**config.mk**
```make
export PLATFORM = sky130hd
export DESIGN_NAME = instruction_fetch
export DESIGN_NICKNAME = d
export VERILOG_FILES = /design/src/rtl/instruction_fetch.sv
export SDC_FILE = /design/constraint.sdc
export NUM_CORES = 1
export LEC_CHECK = 0
export ABC_AREA = 1
export ABC_CLOCK_PERIOD_IN_PS = 4100
export BUFFER_PORTS_ARGS = -buffer_cell sky130_fd_sc_hd__buf_2
export CORE_MARGIN = 1
export CORE_UTILIZATION = 40
export CTS_BUF_LIST = sky130_fd_sc_hd__clkbuf_4 sky130_fd_sc_hd__clkbuf_8
export CTS_CLUSTER_SIZE = 8
export DETAILED_ROUTE_END_ITERATION = 10
export RECOVER_POWER = 50
export REMOVE_ABC_BUFFERS = 1
export SKIP_CTS_REPAIR_TIMING = 1
export SLEW_MARGIN = 20
export SYNTH_ARGS = -nofsm -noshare
export SYNTH_HDL_FRONTEND = slang
export SYNTH_SLANG_ARGS = --single-unit
```
**constraint.sdc**
```tcl
create_clock -name clk_in -period 4.1 [get_ports clk_in]
set_input_delay 0.41 -clock clk_in [delete_from_list [all_inputs] [get_ports clk_in]]
set_output_delay 0.41 -clock clk_in [all_outputs]
set_load 0.01 [all_outputs]
```
**src/rtl/instruction_fetch.sv**
```systemverilog
// Instruction fetch stage: pc register, icache address drive and a small in-order fetch queue.
// Optional JAL taken-prediction is enabled with `define IF_STATIC_PREDICT_EN.
module instruction_fetch #(
   parameter int unsigned QueueDepth = 4,
   parameter logic [31:0] ResetPC    = 32'h0
) (
   input  logic        clk_in,
   input  logic        rst_n_in,
   input  logic        rdy_in,
   output logic [31:0] if_icache_inst_addr_out,
   input  logic        icache_if_miss_in,
   input  logic [31:0] icache_if_inst_inst_in,
   output logic        if_dec_valid_out,
   output logic [31:0] if_dec_inst_out,
   output logic [31:0] if_dec_pc_out,
   input  logic        dec_if_ready_in,
   input  logic        rob_if_jump_en_in,
   input  logic [31:0] rob_if_jump_addr_in
);

   localparam int unsigned PtrW = (QueueDepth > 1) ? $clog2(QueueDepth) : 1;
   localparam int unsigned CntW = PtrW + 1;
   localparam logic [CntW-1:0] Full = CntW'(QueueDepth);

   logic [31:0]     pc_q, pc_d, pc_next;
   logic [PtrW-1:0] head_q, head_d;
   logic [PtrW-1:0] tail_q, tail_d;
   logic [CntW-1:0] count_q, count_d;
   logic [31:0]     inst_mem [QueueDepth];
   logic [31:0]     pc_mem   [QueueDepth];
   logic            enq, deq;

   assign if_icache_inst_addr_out = pc_q;
   assign if_dec_valid_out        = (count_q != '0);
   assign if_dec_inst_out         = inst_mem[head_q];
   assign if_dec_pc_out           = pc_mem[head_q];

   // Full check uses the registered count, so a same-cycle dequeue cannot free a slot.
   assign enq = rdy_in & ~icache_if_miss_in & (count_q != Full) & ~rob_if_jump_en_in;
   assign deq = rdy_in & if_dec_valid_out & dec_if_ready_in & ~rob_if_jump_en_in;

`ifdef IF_STATIC_PREDICT_EN
   localparam logic [6:0] OpJal = 7'b1101111;

   logic [31:0] j_imm;

   always_comb begin
      j_imm = {{11{icache_if_inst_inst_in[31]}}, icache_if_inst_inst_in[31],
               icache_if_inst_inst_in[19:12], icache_if_inst_inst_in[20],
               icache_if_inst_inst_in[30:21], 1'b0};
      if (icache_if_inst_inst_in[6:0] == OpJal) begin
         pc_next = pc_q + j_imm;
      end else begin
         pc_next = pc_q + 32'd4;
      end
   end
`else
   assign pc_next = pc_q + 32'd4;
`endif

   always_comb begin
      pc_d    = pc_q;
      head_d  = head_q;
      tail_d  = tail_q;
      count_d = count_q;
      if (rdy_in) begin
         if (rob_if_jump_en_in) begin
            // Redirect flushes the queue and overrides any fetch or dequeue this cycle.
            pc_d    = rob_if_jump_addr_in;
            head_d  = '0;
            tail_d  = '0;
            count_d = '0;
         end else begin
            if (enq) begin
               pc_d   = pc_next;
               tail_d = tail_q + PtrW'(1);
            end
            if (deq) begin
               head_d = head_q + PtrW'(1);
            end
            unique case ({enq, deq})
               2'b10:   count_d = count_q + CntW'(1);
               2'b01:   count_d = count_q - CntW'(1);
               default: count_d = count_q;
            endcase
         end
      end
   end

   always_ff @(posedge clk_in or negedge rst_n_in) begin
      if (!rst_n_in) begin
         pc_q    <= ResetPC;
         head_q  <= '0;
         tail_q  <= '0;
         count_q <= '0;
      end else begin
         pc_q    <= pc_d;
         head_q  <= head_d;
         tail_q  <= tail_d;
         count_q <= count_d;
      end
   end

   // Queue payload is not reset; it is only observable once count is non-zero.
   always_ff @(posedge clk_in) begin
      if (enq) begin
         inst_mem[tail_q] <= icache_if_inst_inst_in;
         pc_mem[tail_q]   <= pc_q;
      end
   end

endmodule

```
==> summary.md, run 1 <==
| Metric | Value |
|---|---|
| Final worst path period need | 3.23 ns |
| Final layout net count | 1,355 |
| Pin count of the biggest net entering global routing | 85 |
| First-pass GRT wire length | 46,300 µm |
| Leading area contributor after synthesis | edfxtp_1 |
| Number of cells on the worst reg-to-reg path | 6 |
| Width of the chip | 177 µm |
| Starting Density | 41.1% |
| Startpoint of the lowest-slack hold path | rob_if_jump_addr_in[0] |
| Max-cap violation count | 1 |
| Post-synthesis cell area | 12,300 µm² |
| Crit Reg-Reg Endpoint | if_icache_inst_addr_out[8] |
| Number of antenna violations at the first check in global routing | 0 |
| Die Area | 31,500 µm² |
| Fraction of registers with async set/reset | 13.2% |
| Reg2Reg Launch Point | count_q[0] |
| Antenna cells | 0 |
| Total count of max-transition violations in the final report | 40 |
| Syn avg cell area | 11.2 µm² |
| TritonCTS clock tree | yes |
| Type of the worst min-delay path | in -> reg |
| Number of register bits inferred by synthesis | 295 |
| Number of global-route vias before repair | 8,289 |
| Routability cong. | 0.819 |
| Number of hold violations in the final report | 0 |
| Number of warning messages in the yosys log | 0 |
| Hold Path Depth | 3 |
| Launching element type of the critical path | flop |
| Cell count after synthesis | 1,103 |
| Area overhead of the layout relative to synthesis | 17.3% |
| Ys flop type | edfxtp_1 |
| Top area cells in the synthesized netlist | edfxtp_1, dfrtp_1, nor2_1, o21ai_0, nand2_1 |
| Sequential cell area fraction in the yosys report | 70.4% |
| Critical path required time | 3.69 ns |
| Number of different library cells in the post-synthesis netlist | 30 |
| H-tree levels | 2 |
| WHS Endpoint | if_icache_inst_addr_out[0] |
| Number of buffers inserted during clock tree synthesis | 49 |
| Least-Margin Pin Slew | 2.33 ns |
| Share of final-layout standard cells stronger than drive strength 1 | 16.3% |
| Count of flip-flops with a built-in enable after synthesis | 256 |
| RSZ-0062 raised after global routing | false |
| Maximum fanout along the worst path | 84 |
| Io pins | 167 |
| Global route overflow | 0 |
| Floorplan Core Area | 30,000 µm² |
| Highest achievable clock rate | 0.310 GHz |
| PortBufs | 166 |
| Outcome | finished with violations |
| Count of unresolved DRC violations after routing | 0 |
| Clk pin slew, worst setup/hold paths | 0.06 ns |
| Final-layout worst hold slack | 0.0500 ns |
| Setup TNS | 0 ns |
| Iteration-0 DRC Markers | 629 |
| Row count | 63 |
| Violated checks | capacitance limit, slew limit |
| Number of sinks handled by clock tree synthesis | 295 |
| Busiest grt layer | met2 |
| Bufs on Longest Clock Path | 3 |
| Worst R2R Setup Slack | 1.36 ns |
| First drt pass iteration count | 5 |
| Worst setup EP type | output pin |
| Worst clock skew | 0.0181 ns |
| Number of routed nets with antenna violations | 0 |
| Detailed Route WL | 30,300 µm |
| Most common cell after layout, fill and taps aside | edfxtp_1 |
| Placed wire-length estimate | 18,500 µm |
| Finish-stage setup viols | 0 |
| Worst-case headroom to the max-slew limit | -55.1% |
| Total track usage | 19.2% |
| Clk Latency, worst-skew pair | 0.57 ns |
| Leading cell types in the layout, fill and taps excluded | edfxtp_1, nor2_1, nand2_1 |
| Vias | 8,758 |
| Clk Tree Root Cell | clkbuf_8 |
| Routing usage on met1 | 27.2% |
| Post-synth top area share | 62.5% |
| Type of the worst setup path | reg -> out |
| GR Layer Usage met2 | 30.3% |
| Height of the die | 177 µm |
| Fin crit share | 78.7% |
| Worst Path Arrival | 2.82 ns |
| Maximum VDD drop | 243 µV |
| Pwr Density | 552 nW/µm² |
| Static Leak | 0.00531 µW |
| WL/cell | 17.7 µm |
| Routed vias/inst | 5.13 |
| Met3 capacity usage during global routing | 3.38% |
[worst max-delay path: stages, from the launching register on]
cell and delay, ns:
dfrtp_4 0.74, buf_4 0.74, o21ai_0 0.20, o22ai_1 0.29, buf_2 0.19
[stage by stage]
| step | instances | area [µm²] | util [%] | setup slack [ns] | total power (µW) |
|---|---|---|---|---|---|
| after global routing | 1707 | 14400 | 48.2 | 0.651 | 8400 |
| after floorplan | 1048 | 12100 | - | -0.0557 | 4710 |
| final | 1707 | 14400 | 48.2 | 0.871 | 7970 |
| after CTS | 1707 | 14500 | 48.5 | 0.817 | 8090 |
| after global placement | 1618 | 13600 | 45.3 | 1.45 | 5530 |
| after detailed placement | 1618 | 13600 | 45.3 | 1.43 | 5550 |
[cells in the mapped netlist (5+ instances only)]
master	count
nor2_1	218
nand2_1	182
o21ai_1	13
dfrtp_1	39
edfxtp_1	256
inv_1	51
buf_2	16
nand3_1	36
o21ai_0	141
ha_1	5
o22ai_1	68
a21oi_1	12
clkbuf_1	34
[cells by family after synthesis]
kind of cell             synth area share, %
AO/OA/AOI/OAI                           10.4
XOR/XNOR                               0.285
adder cells (fa/ha/maj)                0.671
buffers and inverters                   3.66
flip-flops                              70.4
AND/OR/NAND/NOR                         14.6
[power breakdown]
| part | total (µW) | internal [µW] | switching [µW] | leakage, µW |
|---|---|---|---|---|
| logic | 1700 | 568 | 1130 | 0.00200 |
| registers | 3750 | 3480 | 270 | 0.00280 |
| clock network | 2530 | 1410 | 1120 | 0.000522 |
| total | 7970 | 5450 | 2520 | 0.00531 |
[layout make-up]
class / count / area (µm²)
sequential: 295 / 8670
inverter: 55 / 210
tap: 390 / 488
multi-input combinational: 698 / 3210
fill: 2785 / 15500
clock inverter: 11 / 57.6
clock buffer: 78 / 911
timing repair buffer: 180 / 888
[state kept, by name, summed over array words and instances (netlist names)]
register	cells
pc_mem	128
head_q	2
count_q	3
inst_mem	128
tail_q	2
if_icache_inst_addr_out	32
[worst max-delay path by stage]
stage / from / to / slack [ns] / cells past startpoint
2_1_floorplan: head_q[0] / if_dec_inst_out[0] / -0.06 / 3
3_3_place_gp: head_q[0] / if_dec_inst_out[27] / 1.45 / 5
3_5_place_dp: head_q[0] / if_dec_inst_out[27] / 1.43 / 5
4_1_cts: head_q[0] / if_dec_inst_out[27] / 0.82 / 5
5_1_grt: head_q[0] / if_dec_inst_out[30] / 0.65 / 5
6_report: head_q[0] / if_dec_pc_out[0] / 0.87 / 4
[metal layers]
| layer | wire length (µm) | up-vias |
|---|---|---|
| met5 | 0 | - |
| met4 | 539 | 0 |
| met2 | 13900 | 283 |
| li1 | - | 4231 |
| met3 | 1810 | 47 |
| met1 | 14000 | 4197 |
(Power assumes the default switching activity.)
==> run 2: changes to the inputs <==
Settings changed: ABC_CLOCK_PERIOD_IN_PS 4100 to 2620.
Clock period 4.1 ns to 2.62 ns, I/O delays scaled along.
==> summary.md, run 2 (synthesized netlist as in run 1, its figures left out) <==
| Metric | Value |
|---|---|
| Floorplan Core Area | 30,000 µm² (unchanged) |
| Pwr Density | 843 nW/µm² (+53%) |
| Internal power summed over all cells | 8540 µW (+57%) |
| Number of cells on the worst reg-to-reg path | 6 (unchanged) |
| Bufs on Longest Clock Path | 3 (unchanged) |
| Met3 routed WL | 1860 µm (+2.7%) |
| Total Power | 12,500 µW (+57%) |
| Vias | 9,025 (+3.0%) |
| Final-layout worst hold slack | 0.0165 ns (-0.0335 ns) |
| M1 WL | 13,800 µm (-1.7%) |
| CP delay by family, top | flip-flops |
| Worst Path Arrival | 2.21 ns (-0.61 ns) |
| Pin count of the biggest net entering global routing | 83 (-2.4%) |
| Switching Share | 31.9% (+0.32 points) |
| Worst R2R Setup Slack | 0.31 ns (-1.05 ns) |
| Number of buffers inserted during clock tree synthesis | 49 (unchanged) |
| Number of routed nets with antenna violations | 0 (unchanged) |
| Starting Density | 41.1% (unchanged) |
| Io pins | 167 (unchanged) |
| First-pass GRT wire length | 48,000 µm (+3.7%) |
| Least-Margin Pin Slew | 1.71 ns (-0.612 ns) |
| Width of the chip | 177 µm (unchanged) |
| Fraction of power consumed by combinational cells | 22.5% (+1.2 points) |
| Part of the total power dissipated in sequential elements | 46.5% (-0.5 points) |
| Type of the worst min-delay path | in -> reg |
| Cell Count, Final, Fillers Out | 1,749 (+2.5%) |
| Buffering stage count on the worst path with inverters included | 3 (+1) |
| Type of the worst setup path | reg -> out |
| DR WL met2 | 14,600 µm (+4.9%) |
| Final worst path period need | 2.47 ns |
| Height of the die | 177 µm (unchanged) |
| Total count of max-transition violations in the final report | 30 (-25%) |
| Die Area | 31,500 µm² (unchanged) |
| RSZ-0062 raised after global routing | true |
| Depth of the critical timing path with buffers and inverters included | 5 (+1) |
| Global route overflow | 0 (unchanged) |
| Clock share of power | 31.0% (-0.7 points) |
| Leading cell types in the layout, fill and taps excluded | edfxtp_1, nor2_1, nand2_1 |
| Number of placed cells counting well taps | 1,625 (+0.43%) |
| Highest signal layer in the routed design | met4 |
| Critical Path Slowest Stage Cell | dfrtp_4 |
| Number of hold violations in the final report | 0 (unchanged) |
| Launching element type of the critical path | flop |
| Slowest Stage Delay on Critical Path | 0.63 ns (-0.11 ns) |
| Routed vias/inst | 5.16 (+0.57%) |
| Count of unresolved DRC violations after routing | 0 (unchanged) |
| Antenna cells | 0 (unchanged) |
| Maximum VDD drop | 324 µV (+34%) |
| Final layout net count | 1,399 (+3.2%) |
| Total track usage | 19.9% (+0.70 points) |
| Area overhead of the layout relative to synthesis | 21.0% |
| Placed wire-length estimate | 19,100 µm (+3.5%) |
| Net switching power of the design | 4010 µW (+59%) |
| Number of antenna violations at the first check in global routing | 0 (unchanged) |
| Violated checks | capacitance limit, slew limit |
| H-tree levels | 2 (unchanged) |
| Static Leak | 0.00550 µW (+3.5%) |
| Clk Tree Root Cell | clkbuf_8 |
| Max-cap violation count | 1 (unchanged) |
| PortBufs | 166 (unchanged) |
| Cell-by-cell trace of the critical path | inv_4, buf_16, o21ai_0, o22ai_1, buf_2 |
| WL/cell | 17.6 µm (-0.53%) |
| Most common cell after layout, fill and taps aside | edfxtp_1 |
| Worst setup EP type | output pin |
| Clk pin slew, worst setup/hold paths | 0.06 ns (about the same) |
| Row count | 63 (unchanged) |
| Worst-case headroom to the max-slew limit | -14.3% (+41 points) |
| Minimum setup slack in the final design | 0.151 ns (-0.720 ns) |
| Detailed Route WL | 30,900 µm (+1.9%) |
| First drt pass iteration count | 5 (unchanged) |
| Fin crit share | 94.2% |
| Number of sinks handled by clock tree synthesis | 295 (unchanged) |
| Hold Path Depth | 3 (unchanged) |
| Clk Latency, worst-skew pair | 0.57 ns (about the same) |
| Iteration-0 DRC Markers | 617 (-1.9%) |
| Post-placement setup slack | 0.617 ns (-0.814 ns) |
| Worst clock skew | 0.0165 ns (-0.00159 ns) |
| Number of global-route vias before repair | 8,700 (+5.0%) |
| TritonCTS clock tree | yes |
| Finish-stage setup viols | 0 (unchanged) |
| Maximum fanout along the worst path | 82 (-2.4%) |
| Critical path required time | 2.36 ns (-1.33 ns) |
| Highest achievable clock rate | 0.405 GHz |
| Share of final-layout standard cells stronger than drive strength 1 | 15.8% (-0.50 points) |
| Outcome | finished with violations |
| Routability cong. | 0.849 (+3.7%) |
==> run 2: final timing paths <==
path,start,to
worst max-delay path,head_q[0],if_dec_pc_out[26]
worst min-delay path,rdy_in,count_q[1]
worst max register to register,count_q[0],if_icache_inst_addr_out[8]
worst min register to register,count_q[1],count_q[1]
max in group asynchronous,rst_n_in,if_icache_inst_addr_out[25]
min in group asynchronous,rst_n_in,count_q[0]
==> run 2: stage by stage <==
step                      cell area (µm²)  TNS (ns)  util [%]
after floorplan                     12100   -433.05         -
after global placement              13700         0      45.7
after detailed placement            13700         0      45.7
after CTS                           14600         0      48.8
after global routing                14900  -0.00474      49.7
final                               14900         0      49.7
==> run 2: final cells by class <==
class                      count  area [µm²]
tap                          390         488
fill                        2788       15100
timing repair buffer         224        1380
clock inverter                19         118
sequential                   295        8670
inverter                      55         209
clock buffer                  68         817
multi-input combinational    698        3210
==> run 2: layer usage <==
layer	GRT usage [%]	vias to the layer above
li1	-	4308
met1	27.6	4366
met2	32.1	297
met3	3.32	54
met4	6.16	0
met5	0	-
==> run 2: worst register-to-register path: stages, from the launching register on <==
cell     delay, ns
dfrtp_1       0.42
nor2_1        0.24
a21oi_1       0.13
nor2_1        0.42
inv_1         0.53
o21ai_0       0.33
o21ai_1       0.12
==> run 2: power groups by stage <==
| stage | Sequential [µW] | Combinational (µW) | Clock [µW] |
|---|---|---|---|
| final | 5830 | 2820 | 3890 |
| after CTS | 5840 | 2860 | 3980 |
| after global routing | 5880 | 3150 | 4180 |
| after floorplan | 5930 | 1440 | 0 |
| after global placement | 5920 | 2820 | 0 |
| after detailed placement | 5940 | 2850 | 0 |
==> run 3: changes to the inputs <==
Settings changed: HOLD_SLACK_MARGIN set to 0.05, PLACE_DENSITY_LB_ADDON set to 0.12.
==> summary.md, run 3 (synthesized netlist as in run 1, its figures left out) <==
| Metric | Value |
|---|---|
| Startpoint of the lowest-slack hold path | rob_if_jump_addr_in[21] |
| Total Power | 12,600 µW (about the same) |
| Clk Tree Root Cell | clkbuf_8 |
| Finish-stage setup viols | 0 (unchanged) |
| Worst Path Arrival | 2.19 ns (-0.02 ns) |
| Area overhead of the layout relative to synthesis | 21.4% |
| Global route overflow | 0 (unchanged) |
| Static Leak | 0.00552 µW (+0.42%) |
| Placed wire-length estimate | 18,600 µm (-2.9%) |
| Width of the chip | 177 µm (unchanged) |
| Least-Margin Pin Slew | 1.88 ns (+0.164 ns) |
| Type of the worst setup path | reg -> out |
| Total track usage | 19.8% (-0.099 points) |
| H-tree levels | 2 (unchanged) |
| Number of global-route vias before repair | 8,257 (-5.1%) |
| Total count of max-transition violations in the final report | 30 (unchanged) |
| Total placed instance area | 13,700 µm² (-0.20%) |
| Maximum VDD drop | 396 µV (+22%) |
| Number of cells on the worst reg-to-reg path | 6 (unchanged) |
| Minimum setup slack in the final design | 0.165 ns (+0.0137 ns) |
| Most common cell after layout, fill and taps aside | edfxtp_1 |
| Share of final-layout standard cells stronger than drive strength 1 | 15.5% (-0.28 points) |
| Start point of the critical path | head_q[0] |
| Bufs on Longest Clock Path | 3 (unchanged) |
| Number of buffers inserted during clock tree synthesis | 49 (unchanged) |
| Max-cap violation count | 1 (unchanged) |
| Highest achievable clock rate | 0.407 GHz (+0.56%) |
| Final worst path period need | 2.45 ns (-0.0137 ns) |
| Vias | 8,867 (-1.8%) |
| Worst clock skew | 0.0250 ns (+0.00843 ns) |
| Critical path required time | 2.36 ns (about the same) |
| Io pins | 167 (unchanged) |
| Routed vias/inst | 5.06 (-2.0%) |
| WL/cell | 17.8 µm (+0.69%) |
| Leading cell types in the layout, fill and taps excluded | edfxtp_1, nor2_1, nand2_1 |
| Antenna cells | 0 (unchanged) |
| Starting Density | 41.1% (unchanged) |
| Clk pin slew, worst setup/hold paths | 0.06 ns (about the same) |
| Violated checks | capacitance limit, slew limit |
| TritonCTS clock tree | yes |
| Iteration-0 DRC Markers | 598 (-3.1%) |
| Setup TNS | 0 ns (unchanged) |
| Multi-input gate area in the final layout | 3210 µm² (+0.12%) |
| Number of hold violations in the final report | 0 (unchanged) |
| PortBufs | 166 (unchanged) |
| Die Area | 31,500 µm² (unchanged) |
| First-pass GRT wire length | 47,100 µm (-1.9%) |
| Pwr Density | 840 nW/µm² (-0.28%) |
| Height of the die | 177 µm (unchanged) |
| Floorplan Core Area | 30,000 µm² (unchanged) |
| Launching element type of the critical path | flop |
| Count of unresolved DRC violations after routing | 0 (unchanged) |
| Layout fillers | 2,794 (+0.22%) |
| Post-placement setup slack | 0.629 ns (+0.0122 ns) |
| Detailed Route WL | 31,200 µm (+0.98%) |
| Worst-case headroom to the max-slew limit | -25.2% (-11 points) |
| Routability cong. | 0.862 (+1.5%) |
| Maximum fanout along the worst path | 27 (-67%) |
| Fin crit share | 93.7% (-0.52 points) |
| Pin count of the biggest net entering global routing | 71 (-14%) |
| Number of routed nets with antenna violations | 0 (unchanged) |
| Clk Latency, worst-skew pair | 0.58 ns (about the same) |
| Post-route cell area | 14,900 µm² (+0.33%) |
| Reg2Reg Launch Point | count_q[1] |
| Type of the worst min-delay path | in -> reg |
| Final-layout worst hold slack | 0.0322 ns (+0.0157 ns) |
| Number of sinks handled by clock tree synthesis | 295 (unchanged) |
| Row count | 63 (unchanged) |
| Outcome | finished with violations |
| Final layout net count | 1,404 (+0.36%) |
| Sequential cell area | 8670 µm² (unchanged) |
| Hold Path Depth | 5 (+2) |
| Number of antenna violations at the first check in global routing | 0 (unchanged) |
| Worst setup EP type | output pin |
| First drt pass iteration count | 5 (unchanged) |
[run 3: changes by cell type in the layout (fill, tap and decap cells not counted), sizes merged]
cell	previous run	this run
clkinvlp	2	0
clkbuf	135	137
buf	120	117
dlygate4sd3	37	44
inv	55	56
[run 3: report_power, final]
| part | internal [µW] | switching, µW | total, µW |
|---|---|---|---|
| Sequential | 5440 | 401 | 5840 |
| Combinational | 994 | 1830 | 2820 |
| Clock | 2130 | 1760 | 3890 |
[run 3: routing by layer]
layer,GRT usage [%],share of wire (%),up-vias
met5,0,0,-
met1,27.2,45,4253
li1,-,-,4322
met4,5.16,1.8,0
met2,32.6,48,244
met3,3.36,5.2,48
[run 3: final timing paths]
path / end / slack, ns
setup / recovery: if_dec_pc_out[23] / 0.17
hold reg to reg: pc_mem[2][0] / 0.56
setup reg to reg: if_icache_inst_addr_out[9] / 0.29
min in group asynchronous: if_icache_inst_addr_out[30] / 0.75
max in group asynchronous: if_icache_inst_addr_out[9] / 0.49
hold / removal: if_icache_inst_addr_out[21] / 0.03
[run 3: stage by stage]
step / cells / util (%)
3_3_place_gp: 1623 / 45.6
4_1_cts: 1710 / 48.7
3_5_place_dp: 1623 / 45.6
6_report: 1754 / 49.9
2_1_floorplan: 1048 / -
5_1_grt: 1754 / 49.9
[run 3: critical path: stages (launching register included)]
cell and delay (ns):
dfrtp_4 0.62, inv_6 0.22, buf_4 0.26, o21ai_0 0.10
o22ai_1 0.24, buf_2 0.19
[run 3: cell type report]
type	count	area share, %
sequential	295	58.0
multi-input combinational	698	21.5
timing repair buffer	229	9.48
clock buffer	69	5.52
tap	390	3.27
inverter	55	1.42
clock inverter	18	0.771
